[config.mk]
export PLATFORM = sky130hd
export DESIGN_NAME = back_error_scheduler
export DESIGN_NICKNAME = d
export VERILOG_FILES = /design/src/rtl/back_error_scheduler.sv
export SDC_FILE = /design/constraint.sdc
export NUM_CORES = 1
export LEC_CHECK = 0
export CORE_AREA = 2 2 124 96
export DETAILED_ROUTE_END_ITERATION = 8
export DIE_AREA = 0 0 126 98
export PLACE_DENSITY_LB_ADDON = 0.25
export SYNTH_ARGS = -nofsm -noshare
export SYNTH_HDL_FRONTEND = slang
export SYNTH_SLANG_ARGS = --single-unit
[constraint.sdc]
create_clock -name clk -period 3.4 [get_ports clk]
set_clock_uncertainty 0.1 [all_clocks]
set_input_delay 0.85 -clock clk [delete_from_list [all_inputs] [get_ports clk]]
set_output_delay 0.85 -clock clk [all_outputs]
set_load 0.05 [all_outputs]
[src/rtl/back_error_scheduler.sv]
// Back-propagation error sequencer. It walks every (node, input) pair of one
// layer, reads the delta and data point RAMs, streams operand pairs into the
// error datapath, and writes the in-order results to the error buffer at
// consecutive linear indices. Completion and fault status go back to the
// training controller.
module back_error_scheduler #(
    parameter int DATA_WIDTH   = 32,
    parameter int NUM_NODE     = 32,
    parameter int NUM_INPUT    = 64,
    parameter int PIPE_LATENCY = 14,
    localparam int NW = (NUM_NODE > 1) ? $clog2(NUM_NODE) : 1,
    localparam int IW = (NUM_INPUT > 1) ? $clog2(NUM_INPUT) : 1,
    localparam int WW = (NUM_NODE * NUM_INPUT > 1) ? $clog2(NUM_NODE * NUM_INPUT) : 1
) (
    input  logic                  clk,
    input  logic                  rst_n,
    input  logic                  i_start,
    input  logic                  i_hold,
    output logic                  o_rd_en,
    output logic [NW-1:0]         o_delta_addr,
    output logic [IW-1:0]         o_point_addr,
    input  logic [DATA_WIDTH-1:0] i_delta_data,
    input  logic [DATA_WIDTH-1:0] i_point_data,
    output logic                  o_calc_valid,
    output logic [DATA_WIDTH-1:0] o_calc_delta,
    output logic [DATA_WIDTH-1:0] o_calc_point,
    input  logic                  i_calc_valid,
    input  logic [DATA_WIDTH-1:0] i_calc_error,
    output logic                  o_wr_en,
    output logic [WW-1:0]         o_wr_addr,
    output logic [DATA_WIDTH-1:0] o_wr_data,
    output logic                  o_busy,
    output logic                  o_done,
    output logic                  o_error
);

    // Counters one bit wider than the write index so the full pair count fits.
    localparam int CW = WW + 1;
    localparam int TW = $clog2(2 * PIPE_LATENCY + 1);

    localparam logic [NW-1:0] LAST_NODE  = NW'(NUM_NODE - 1);
    localparam logic [IW-1:0] LAST_INPUT = IW'(NUM_INPUT - 1);
    localparam logic [CW-1:0] TOTAL      = CW'(NUM_NODE * NUM_INPUT);
    localparam logic [TW-1:0] TMO_LIMIT  = TW'(2 * PIPE_LATENCY);

    typedef enum logic [1:0] {
        IDLE  = 2'd0,
        ISSUE = 2'd1,
        DRAIN = 2'd2,
        DONE  = 2'd3
    } state_t;

    state_t        state;
    logic [NW-1:0] node_cnt;
    logic [IW-1:0] input_cnt;
    logic [CW-1:0] outstanding;   // operand pairs in the datapath, not yet returned
    logic [CW-1:0] wr_cnt;        // writes completed; low bits are the next write index
    logic [TW-1:0] tmo_cnt;       // idle cycles in DRAIN since the last result

    logic active;
    logic last_issue;
    logic result_ok;
    logic result_bad;

    // Results are only meaningful while a pass is in flight; a result with
    // nothing outstanding is a datapath fault and is never written.
    assign active     = (state == ISSUE) || (state == DRAIN);
    assign result_ok  = active && i_calc_valid && (outstanding != '0);
    assign result_bad = active && i_calc_valid && (outstanding == '0);

    assign o_rd_en      = (state == ISSUE) && !i_hold;
    assign o_delta_addr = node_cnt;
    assign o_point_addr = input_cnt;
    assign last_issue   = o_rd_en && (node_cnt == LAST_NODE) && (input_cnt == LAST_INPUT);

    // RAM data is valid the cycle after the read strobe, which is exactly
    // when o_calc_valid is high; outside that window the operands read 0.
    assign o_calc_delta = o_calc_valid ? i_delta_data : '0;
    assign o_calc_point = o_calc_valid ? i_point_data : '0;

    assign o_wr_addr = wr_cnt[WW-1:0];
    assign o_busy    = (state != IDLE);
    assign o_done    = (state == DONE);

    // Pass sequencer: issue walk, result collection, outstanding tracking and timeout.
    always_ff @(posedge clk or negedge rst_n) begin
        if (!rst_n) begin
            state        <= IDLE;
            node_cnt     <= '0;
            input_cnt    <= '0;
            outstanding  <= '0;
            wr_cnt       <= '0;
            tmo_cnt      <= '0;
            o_calc_valid <= 1'b0;
            o_wr_en      <= 1'b0;
            o_wr_data    <= '0;
            o_error      <= 1'b0;
        end else begin
            o_calc_valid <= o_rd_en;
            o_wr_en      <= result_ok;
            if (result_ok) begin
                o_wr_data <= i_calc_error;
            end
            if (o_wr_en) begin
                wr_cnt <= wr_cnt + CW'(1);
            end

            // An issue into the datapath and a returning result cancel out.
            if (o_calc_valid && !result_ok) begin
                outstanding <= outstanding + CW'(1);
            end else if (!o_calc_valid && result_ok) begin
                outstanding <= outstanding - CW'(1);
            end

            case (state)
                IDLE: begin
                    if (i_start) begin
                        state       <= ISSUE;
                        node_cnt    <= '0;
                        input_cnt   <= '0;
                        outstanding <= '0;
                        wr_cnt      <= '0;
                        tmo_cnt     <= '0;
                        o_error     <= 1'b0;
                    end
                end

                ISSUE: begin
                    tmo_cnt <= '0;
                    if (result_bad) begin
                        o_error <= 1'b1;
                    end
                    if (o_rd_en) begin
                        if (input_cnt == LAST_INPUT) begin
                            input_cnt <= '0;
                            node_cnt  <= (node_cnt == LAST_NODE) ? '0 : node_cnt + NW'(1);
                        end else begin
                            input_cnt <= input_cnt + IW'(1);
                        end
                    end
                    if (last_issue) begin
                        state <= DRAIN;
                    end
                end

                DRAIN: begin
                    if (result_bad) begin
                        o_error <= 1'b1;
                    end
                    if (i_calc_valid) begin
                        tmo_cnt <= '0;
                    end else if (tmo_cnt != TMO_LIMIT) begin
                        tmo_cnt <= tmo_cnt + TW'(1);
                    end
                    if (wr_cnt == TOTAL) begin
                        state <= DONE;
                    end else if (!i_calc_valid && (tmo_cnt == TMO_LIMIT) && (outstanding != '0)) begin
                        o_error <= 1'b1;
                        state   <= DONE;
                    end
                end

                DONE: begin
                    state <= IDLE;
                end

                default: begin
                    state <= IDLE;
                end
            endcase
        end
    end

endmodule

==> Word level (Yosys, flattened, before mapping) <==
Index checks and enable logic that the tools add are counted.
{ "word_totals": {"mem_bits_ro": 0, "ramBits": 0, "latch_bits": 0, "regBits": 77, "word_cells": 87, "n_memories": 0, "in_bits": 101} }
{ "op_classes": {"addsub": 6, "shifts": 0, "div": 0, "reduce_logical": 26, "bitwise_logic": 0, "n_eq_ne": 14, "n_mux": 31, "n_lt_le_gt_ge": 0, "n_mul": 0} }
{ "ops": {"columns": ["operator", "n"], "rows": [
  ["$mux W12", 7],
  ["$mux W32", 2],
  ["$mux W5", 6],
  ["$add A12 B1 Y12 const B", 2],
  ["$mux W6", 3],
  ["$pmux W5 S3", 1],
  ["$eq A12 B12 Y1 const B", 1],
  ["$logic_not A12 Y1", 1],
  ["$pmux W6 S2", 1],
  ["$reduce_bool A12 Y1", 1],
  ["$sub A12 B1 Y12 const B", 1],
  ["$add A5 B1 Y5 const B", 2],
  ["$eq A5 B5 Y1 const B", 2],
  ["$logic_and A1 B1 Y1", 10],
  ["$pmux W5 S2", 1],
  ["$reduce_and A3 Y1", 3],
  ["$mux W2", 4],
  ["$pmux W2 S4", 1],
  ["$add A6 B1 Y6 const B", 1],
  ["$eq A6 B6 Y1 const B", 1],
  ["$ne A2 B2 Y1 const B", 3],
  ["$ne A5 B5 Y1 const B", 1],
  ["$eq A2 B2 Y1 const B", 2],
  ["$logic_not A1 Y1", 4],
  ["other kinds (12)", 16]
]} }

==> Logic depth before layout (Yosys ltp) <==
Gate-level depths: netlist of run 1.
{ "logic_depth": {"word_depth": 9, "depth_mapped": 9, "depth_no_buf": 8} }

==> Worst setup path after synthesis of run 1 <==
No wires, ideal clock.
{ "synth_path": {"path_kind": "register to output", "startpoint": "register o_calc_valid", "endpoint": "output o_calc_delta[22]", "path_stages_with_launch": 5, "arrival_time_ps": 1809, "required_ps": 2450, "setup_slack_ps": 641, "cell_sequence": "dfrtp_1 -> clkbuf_1 -> clkbuf_1 -> clkbuf_1 -> and2_1"} }
{ "synth_between": {"elab_chain_cells": 1} }
{ "synth_lines": {"columns": ["item", "line", "source"], "rows": [
  ["start, declared", "24", "output logic o_calc_valid,"],
  ["start signal, assigned", "99", "o_calc_valid <= o_rd_en;"],
  ["$mux W32", "78", "assign o_calc_delta = o_calc_valid ? i_delta_data : '0;"],
  ["end, declared", "25", "output logic [DATA_WIDTH-1:0] o_calc_delta,"]
]} }
No other way between the ends.

==> Worst setup path in the final report of run 1 <==
{ "layout_path": {"startpoint": "register state[0]", "endpoint": "output o_busy"} }
{ "layout_between": {"elab_chain_cells": 1} }
{ "layout_lines": {"columns": ["item", "line", "source"], "rows": [
  ["start, declared", "53", "state_t state;"],
  ["start signal, assigned", "88", "state <= IDLE;"],
  ["start signal, assigned", "118", "state <= ISSUE;"],
  ["start signal, assigned", "142", "state <= DRAIN;"],
  ["$reduce_bool A2 Y1", "82", "assign o_busy = (state != IDLE);"],
  ["end, declared", "32", "output logic o_busy,"]
]} }
No other way between the ends.

==> results of run 1 <==
cells in the final DEF (no fill, tap or decap), drive strengths merged, types with 4 or more instances in the layout:
cell type and instances:
clkdlybuf4s50 157, dfrtp 77, buf 71, and2 68, nor2 34, mux2 34
nand2 24, o21ai 16, inv 14, ha 13, xnor2 11, clkbuf 11
xor2 10, nand3 9, nor3 9, nand4 8, a21oi 6, nor2b 6
a22o 6, nor4 5, or2 5, or3 5, mux2i 4, nand2b 4
and3 4
worst max-delay path by stage:
stage                 startpoint          endpoint  slack, ns  cells after the start
floorplan           o_calc_valid  o_calc_delta[22]       0.64                      4
global placement    i_calc_valid    outstanding[9]       0.61                      6
detailed placement  i_calc_valid    outstanding[9]       0.55                      6
CTS                     state[0]            o_busy       0.53                      4
global route            state[0]            o_busy       0.46                      4
finish                  state[0]            o_busy       0.54                      4
metal layers:
metal / share of wire, % / vias to the layer above
met1: 44 / 1786
met5: 0 / -
li1: - / 1895
met2: 46 / 106
met3: 8.6 / 15
met4: 1.1 / 0
per-stage QoR:
stage	cell area [um2]	instances	total power, mW	utilization (%)
floorplan	4320	437	2.55	-
global placement	6460	776	3.03	57.5
detailed placement	6460	776	3.06	57.5
CTS	6720	790	3.95	59.9
global route	6720	790	4.12	59.9
finish	6720	790	3.91	59.9
cells by family (layout without fill, tap and decap cells):
group / after synthesis / count (layout) / synth area share, %
XOR/XNOR: 21 / 21 / 4.25
buffers and inverters: 47 / 256 / 5.33
adder cells (fa/ha/maj): 13 / 13 / 3.76
flip-flops: 77 / 77 / 44.6
AO/OA/AOI/OAI: 48 / 48 / 7.50
multiplexers: 38 / 38 / 9.78
AND/OR/NAND/NOR: 193 / 193 / 24.8
sequential cells by signal (all words and copies together), names as in the netlist:
register	cells
o_wr_data	32
outstanding	12
wr_cnt	12
o_point_addr	6
o_delta_addr	5
tmo_cnt	5
state	2
o_calc_valid	1
o_error	1
o_wr_en	1
power groups by stage:
stage,clock network [mW],logic (mW),registers [mW]
floorplan,0,0.970,1.58
global placement,0,1.66,1.37
detailed placement,0,1.68,1.38
CTS,0.892,1.69,1.37
global route,0.931,1.77,1.41
finish,0.861,1.67,1.37
cell type report:
class                   count  area [um2]
inverters                  14        52.6
clock buffers              11         243
clock inverters             3        23.8
fillers                   974        4510
multi-input cells         313        2170
flip-flops and latches     77        1930
well taps                 144         180
repair buffers            228        2130
==> flow_summary.json, run 1 <==
{
  "switchingPower_mw": 1.62,
  "preCtsSetupSlack_ns": 0.550,
  "ctsResizeCount": 0,
  "crit_path_cell_trace": "inv_1, ha_1, inv_1, clkdlybuf4s50_1",
  "grt_pass1_vias": 3887,
  "syn-cell-area_um2": 4320,
  "reg2reg_slack_ns": 0.91,
  "fin_ws_ns": 0.545,
  "clockPowerShare_pct": 22.0,
  "slew_violations": 0,
  "start_kind": "register",
  "cp.arrival_ns": 1.91,
  "cp_max_fo": 5,
  "rr_worst_depth": 7,
  "ant_nets": 0,
  "syn_nets": 551,
  "synthTopCellsByCount": "77 x dfrtp_1, 68 x and2_1, 34 x nor2_1",
  "grtUsageMet2_pct": 29.7,
  "power_frac_comb_pct": 42.8,
  "fin_crit_ns": 2.86,
  "whs_path_depth": 1,
  "worst_slew_pin_slew_ns": 0.972,
  "p_int_mw": 2.28,
  "clock_latency_ns": 0.33,
  "clk_pin_slew_ns": 0.06,
  "area_growth_pct": 55.5,
  "synth_cells": 437,
  "setup-violations-final": 0,
  "htree_levels": 3,
  "synth_top_cell_by_area": "dfrtp_1",
  "boundaryPins": 225,
  "hp-class": "register to register",
  "pwr-share-seq_pct": 35.2,
  "cts_made_buffers": 9,
  "dominantRegCellSynth": "dfrtp_1",
  "grt_pass1_wl_um": 19600,
  "netlist.area_leader.share_pct": 44.6,
  "rsz0062_at_grt": "no",
  "ys_warn_count": 0,
  "vias_per_cell": 4.81,
  "top_usage_layer": "met2",
  "cts_setup_buffers": 0,
  "yosysMostFrequentCell": "dfrtp_1",
  "grt_use_met3_pct": 9.37,
  "syn_area_per_cell_um2": 9.89,
  "required_ns": 2.45,
  "finalSetupTns_ns": 0,
  "synth_area_leaders": "dfrtp_1 45%, and2_1 9.8%, mux2_2 4.7%",
  "synth_seq_area_share_pct": 44.6,
  "grt-ovfl-total": 0,
  "use_met1_pct": 25.5,
  "place_hpwl_um": 9290,
  "die_h_um": 98,
  "drt-initial-drc-count": 183,
  "critPathMaxStageDelay_ns": 0.79,
  "drc": 0,
  "worstHoldEndpoint": "o_wr_data[18]",
  "routed_wl_um": 12200,
  "hold_viol": 0,
  "core_um2": 11200,
  "grt_usage_pct": 19.7,
  "grt_max_degree": 78,
  "io_buffers": 224,
  "slowest_stage": "clkdlybuf4s50_1",
  "num_antenna_cells": 0,
  "holdBufCountCts": 0,
  "critPathCaptureType": "primary output",
  "ys_async_sr_fraction_pct": 100,
  "hp-start": "o_wr_data[18]",
  "clockRootBuffer": "clkbuf_16",
  "fin_hold_ws_ns": 0.384,
  "fin_crit_sh_pct": 84.0,
  "final_nets": 757,
  "cp_common_cell": "inv_1",
  "synth.ff_latch_count": 77,
  "die_x_um": 126,
  "swShare_pct": 41.5,
  "r2r-end": "state[1]",
  "cts_tree": "done",
  "ys_types": 50,
  "path_buf_inv": 3,
  "path_class": "register to primary output",
  "firstDrtPassIters": 4,
  "clkSinkCount": 77,
  "wl_per_cell_um": 15.5,
  "synth_edf_count": 0,
  "die-area_um2": 12300,
  "maxSlewHeadroom_pct": 35.2,
  "cellPowerDensity_nw_per_um2": 581,
  "gp_congestion": 0.832,
  "max_cap_viol_count": 0,
  "status": "complete, no violations",
  "crit_family": "buffers and inverters",
  "fp-row-count": 34,
  "leakage_nw": 2.90,
  "antenna_found_initial": 0,
  "drive_above_1_share_pct": 17.6,
  "peakVddDrop_uv": 342,
  "initial_utilization_pct": 38.5,
  "rr_startpoint": "outstanding[0]",
  "vias": 3802,
  "clockBufferDepth": 2,
  "clock.fmax_ghz": 0.350
}
No activity file was read; power rests on OpenSTA's default activity.
==> run 2: changes to the inputs <==
clock period = 2.65 ns   (was 3.4 ns; I/O delays follow)
==> flow_summary.json, run 2 (synthesized netlist as in run 1, its figures left out) <==
{
  "clockBufferDepth": 2,
  "largest_register_ffs": 32,
  "wl_per_cell_um": 16.3,
  "grt-ovfl-total": 0,
  "crit_family": "buffers and inverters",
  "rr_worst_depth": 7,
  "grt_use_met3_pct": 8.82,
  "path_class": "register to primary output",
  "cts_made_buffers": 9,
  "grt_pass1_vias": 4036,
  "num_antenna_cells": 0,
  "critPathMaxStageDelay_ns": 0.84,
  "initial_utilization_pct": 38.5,
  "ant_nets": 0,
  "die_x_um": 126,
  "rr_startpoint": "outstanding[0]",
  "max_cap_viol_count": 0,
  "use_met1_pct": 26.5,
  "reg_top3": "o_wr_data: 32 flops, outstanding: 12 flops, wr_cnt: 12 flops",
  "design_area_um2": 7650,
  "holdBufCountCts": 0,
  "crit_path_cell_trace": "ha_1, clkdlybuf4s50_1",
  "drt-initial-drc-count": 113,
  "routed_wl_um": 13100,
  "finalSetupTns_ns": 0,
  "area_growth_pct": 76.9,
  "start_kind": "register",
  "antenna_found_initial": 0,
  "grt_max_degree": 72,
  "slew_violations": 0,
  "maxSlewHeadroom_pct": 60.9,
  "firstDrtPassIters": 4,
  "final_nets": 765,
  "die_h_um": 98,
  "ctsResizeCount": 0,
  "final_cell_mix": "156 x clkdlybuf4s50_1, 77 x dfrtp_1, 68 x and2_1, 68 x buf_12, 34 x nor2_1",
  "grtUsageMet2_pct": 34.9,
  "boundaryPins": 225,
  "cts_tree": "done",
  "die-area_um2": 12300,
  "r2r-end": "state[1]",
  "vias_per_cell": 4.89,
  "clock_latency_ns": 0.33,
  "status": "complete, no violations",
  "hp-class": "input port to async pin",
  "vias": 3915,
  "clockRootBuffer": "clkbuf_16",
  "drive_above_1_share_pct": 19.2,
  "path_buf_inv": 1,
  "cp_max_fo": 4,
  "fin_hold_ws_ns": 0.227,
  "fin_crit_sh_pct": 97.4,
  "leakage_nw": 3.21,
  "gp_congestion": 0.816,
  "slowest_stage": "clkdlybuf4s50_1",
  "critPathCaptureType": "primary output",
  "top_register": "o_wr_data",
  "place_hpwl_um": 10400,
  "htree_levels": 3,
  "reg2reg_slack_ns": 0.17,
  "setup-violations-final": 0,
  "required_ns": 1.89,
  "grt_usage_pct": 21.4,
  "fp-row-count": 34,
  "cts_setup_buffers": 0,
  "top_usage_layer": "met2",
  "fin_crit_ns": 2.58,
  "clock.fmax_ghz": 0.387,
  "drc": 0,
  "clk_pin_slew_ns": 0.06,
  "final_common_cell": "clkdlybuf4s50_1",
  "peakVddDrop_uv": 476,
  "clkSinkCount": 77,
  "placed_cell_area_um2": 7340,
  "io_buffers": 224,
  "cellPowerDensity_nw_per_um2": 699,
  "rsz0062_at_grt": "no",
  "core_um2": 11200,
  "worst_slew_pin_slew_ns": 0.586,
  "hold_viol": 0,
  "cp.arrival_ns": 1.82,
  "grt_pass1_wl_um": 21000
}
[run 2: metal layers]
metal | wire, um | vias up
met5 | 0 | -
li1 | - | 1908
met4 | 157 | 0
met1 | 5340 | 1882
met3 | 1030 | 18
met2 | 6530 | 107
[run 2: worst max-delay path by stage]
stage / startpoint / to / slack [ns] / depth (start not counted)
detailed placement: i_calc_valid / outstanding[9] / 0.05 / 6
global route: state[0] / o_done / 0.03 / 2
global placement: i_calc_valid / outstanding[9] / 0.09 / 6
CTS: state[1] / o_done / 0.07 / 2
finish: state[1] / o_done / 0.07 / 2
floorplan: o_calc_valid / o_calc_delta[22] / 0.08 / 4
[run 2: final cells by class]
cell class,count,area [um2]
Sequential cell,77,1930
Inverter,14,52.6
Clock inverter,6,70.1
Tap cell,144,180
Clock buffer,10,239
Fill cell,825,3580
Multi-Input combinational cell,313,2170
Timing Repair Buffer,236,3010
[run 2: power by group]
group / internal, mW / switching [mW]
clock network: 0.761 / 0.493
logic: 0.992 / 1.35
registers: 1.43 / 0.318
total: 3.19 / 2.16
[run 2: stage by stage]
step                      util (%)  setup slack, ns  power (mW)  std cells
after floorplan                  -           0.0789        3.28        437
after global placement        65.4           0.0903        4.06        784
after detailed placement      65.4           0.0470        4.11        784
after CTS                     68.1           0.0680        5.39        800
after global routing          68.1           0.0295        5.64        800
final                         68.1           0.0679        5.35        800
[run 2: worst reg2reg max path, stage by stage (launching register included)]
cell	delay [ns]
dfrtp_1	0.43
inv_1	0.10
ha_1	0.16
or3b_2	0.53
or3_2	0.52
nand2_1	0.09
a21oi_1	0.10
mux2_1	0.33
==> run 3: changes to the inputs <==
CAP_MARGIN = 20   (was default)
CTS_BUF_LIST = sky130_fd_sc_hd__clkbuf_8   (was default)
REMOVE_ABC_BUFFERS = 1   (was default)
==> flow_summary.json, run 3 (synthesized netlist as in run 1, its figures left out) <==
{
  "place_hpwl_um": 9720,
  "drive_above_1_share_pct": 18.8,
  "core_um2": 11200,
  "cts_tree": "done",
  "grt_pass1_vias": 4001,
  "holdBufCountCts": 0,
  "final_nets": 762,
  "clkSinkCount": 77,
  "routed_wl_um": 12400,
  "reg_top3": "o_wr_data: 32 flops, outstanding: 12 flops, wr_cnt: 12 flops",
  "htree_levels": 3,
  "drt-initial-drc-count": 221,
  "leakage_nw": 3.14,
  "clock.fmax_ghz": 0.388,
  "final_cell_mix": "156 x clkdlybuf4s50_1, 77 x dfrtp_1, 69 x buf_12, 68 x and2_1, 34 x nor2_1",
  "required_ns": 1.89,
  "clockBufferDepth": 2,
  "rsz0062_at_grt": "no",
  "preCtsSetupSlack_ns": 0.0262,
  "clock_latency_ns": 0.36,
  "antenna_found_initial": 0,
  "fin_crit_sh_pct": 97.2,
  "clockRootBuffer": "clkbuf_8",
  "ctsResizeCount": 0,
  "start_kind": "register",
  "area_growth_pct": 74.0,
  "initial_utilization_pct": 38.5,
  "status": "complete, no violations",
  "fin_hold_ws_ns": 0.124,
  "max_cap_viol_count": 0,
  "final_common_cell": "clkdlybuf4s50_1",
  "firstDrtPassIters": 4,
  "cts_made_buffers": 9,
  "grt-ovfl-total": 0,
  "wl_per_cell_um": 15.5,
  "critPathCaptureType": "primary output",
  "slew_violations": 0,
  "grt_usage_pct": 19.9,
  "largest_register_ffs": 32,
  "grt_max_degree": 66,
  "grt_pass1_wl_um": 20100,
  "r2r-end": "outstanding[2]",
  "rr_startpoint": "outstanding[1]",
  "vias": 4005,
  "num_antenna_cells": 0,
  "cts_setup_buffers": 0,
  "hold_viol": 0,
  "worst_slew_pin_slew_ns": 0.534,
  "setup-violations-final": 0,
  "endpoint": "o_done",
  "die-area_um2": 12300,
  "fin_ws_ns": 0.0748,
  "rr_worst_depth": 8,
  "cellPowerDensity_nw_per_um2": 663,
  "boundaryPins": 225,
  "hp-class": "input port to async pin",
  "fp-row-count": 34,
  "die_x_um": 126,
  "maxSlewHeadroom_pct": 64.3,
  "die_h_um": 98,
  "path_class": "register to primary output",
  "vias_per_cell": 5.03,
  "io_buffers": 224,
  "cp_max_fo": 4,
  "top_register": "o_wr_data",
  "reg2reg_slack_ns": 0.16,
  "finalSetupTns_ns": 0,
  "gp_congestion": 0.889,
  "fin_crit_ns": 2.58,
  "design_area_um2": 7520,
  "peakVddDrop_uv": 424,
  "drc": 0,
  "clk_pin_slew_ns": 0.09,
  "placed_cell_area_um2": 7330,
  "cp.arrival_ns": 1.81,
  "worstSetupStartpoint": "state[1]",
  "ant_nets": 0
}
==> run 3: metrics by stage <==
step                instances  util, %  power [mW]
floorplan                 404        -        3.12
global placement          781     65.3        4.06
detailed placement        781     65.3        4.13
CTS                       797     67.0        5.01
global route              797     67.0        5.22
finish                    797     67.0        4.99
==> run 3: metal layers <==
metal | part of all wire, % | up-vias | track usage (%)
met5 | 0 | - | 0
met4 | 2.1 | 0 | 5.49
met3 | 9.3 | 21 | 7.40
met2 | 49 | 194 | 35.2
met1 | 40 | 1889 | 22.8
li1 | - | 1901 | -
==> run 3: worst max-delay path, stage by stage, from the launching register on <==
cell and delay [ns]:
dfrtp_1 0.40, ha_1 0.22, clkdlybuf4s50_1 0.83
==> run 3: cell type report <==
type / count / area, um2
timing repair buffer: 233 / 3000
multi-input combinational: 313 / 2170
inverter: 14 / 52.6
clock buffer: 9 / 124
tap: 144 / 180
clock inverter: 7 / 67.6
sequential: 77 / 1930
fill: 837 / 3710
==> run 3: how the worst min path moves through the flow <==
stage | cells after the start | startpoint | end | slack, ns
CTS | 1 | rst_n | o_delta_addr[1] | 0.13
global route | 1 | rst_n | o_delta_addr[2] | 0.15
finish | 1 | rst_n | wr_cnt[6] | 0.12
global placement | 1 | o_wr_data[18] | o_wr_data[18] | 0.37
detailed placement | 1 | o_wr_data[25] | o_wr_data[25] | 0.38
floorplan | 0 | rst_n | o_calc_valid | 0.27
==> run 3: report_power, final <==
group / internal (mW) / switching, mW / total (mW)
Sequential: 1.43 / 0.336 / 1.77
Clock: 0.364 / 0.507 / 0.871
Combinational: 0.994 / 1.35 / 2.35
Total: 2.79 / 2.20 / 4.99
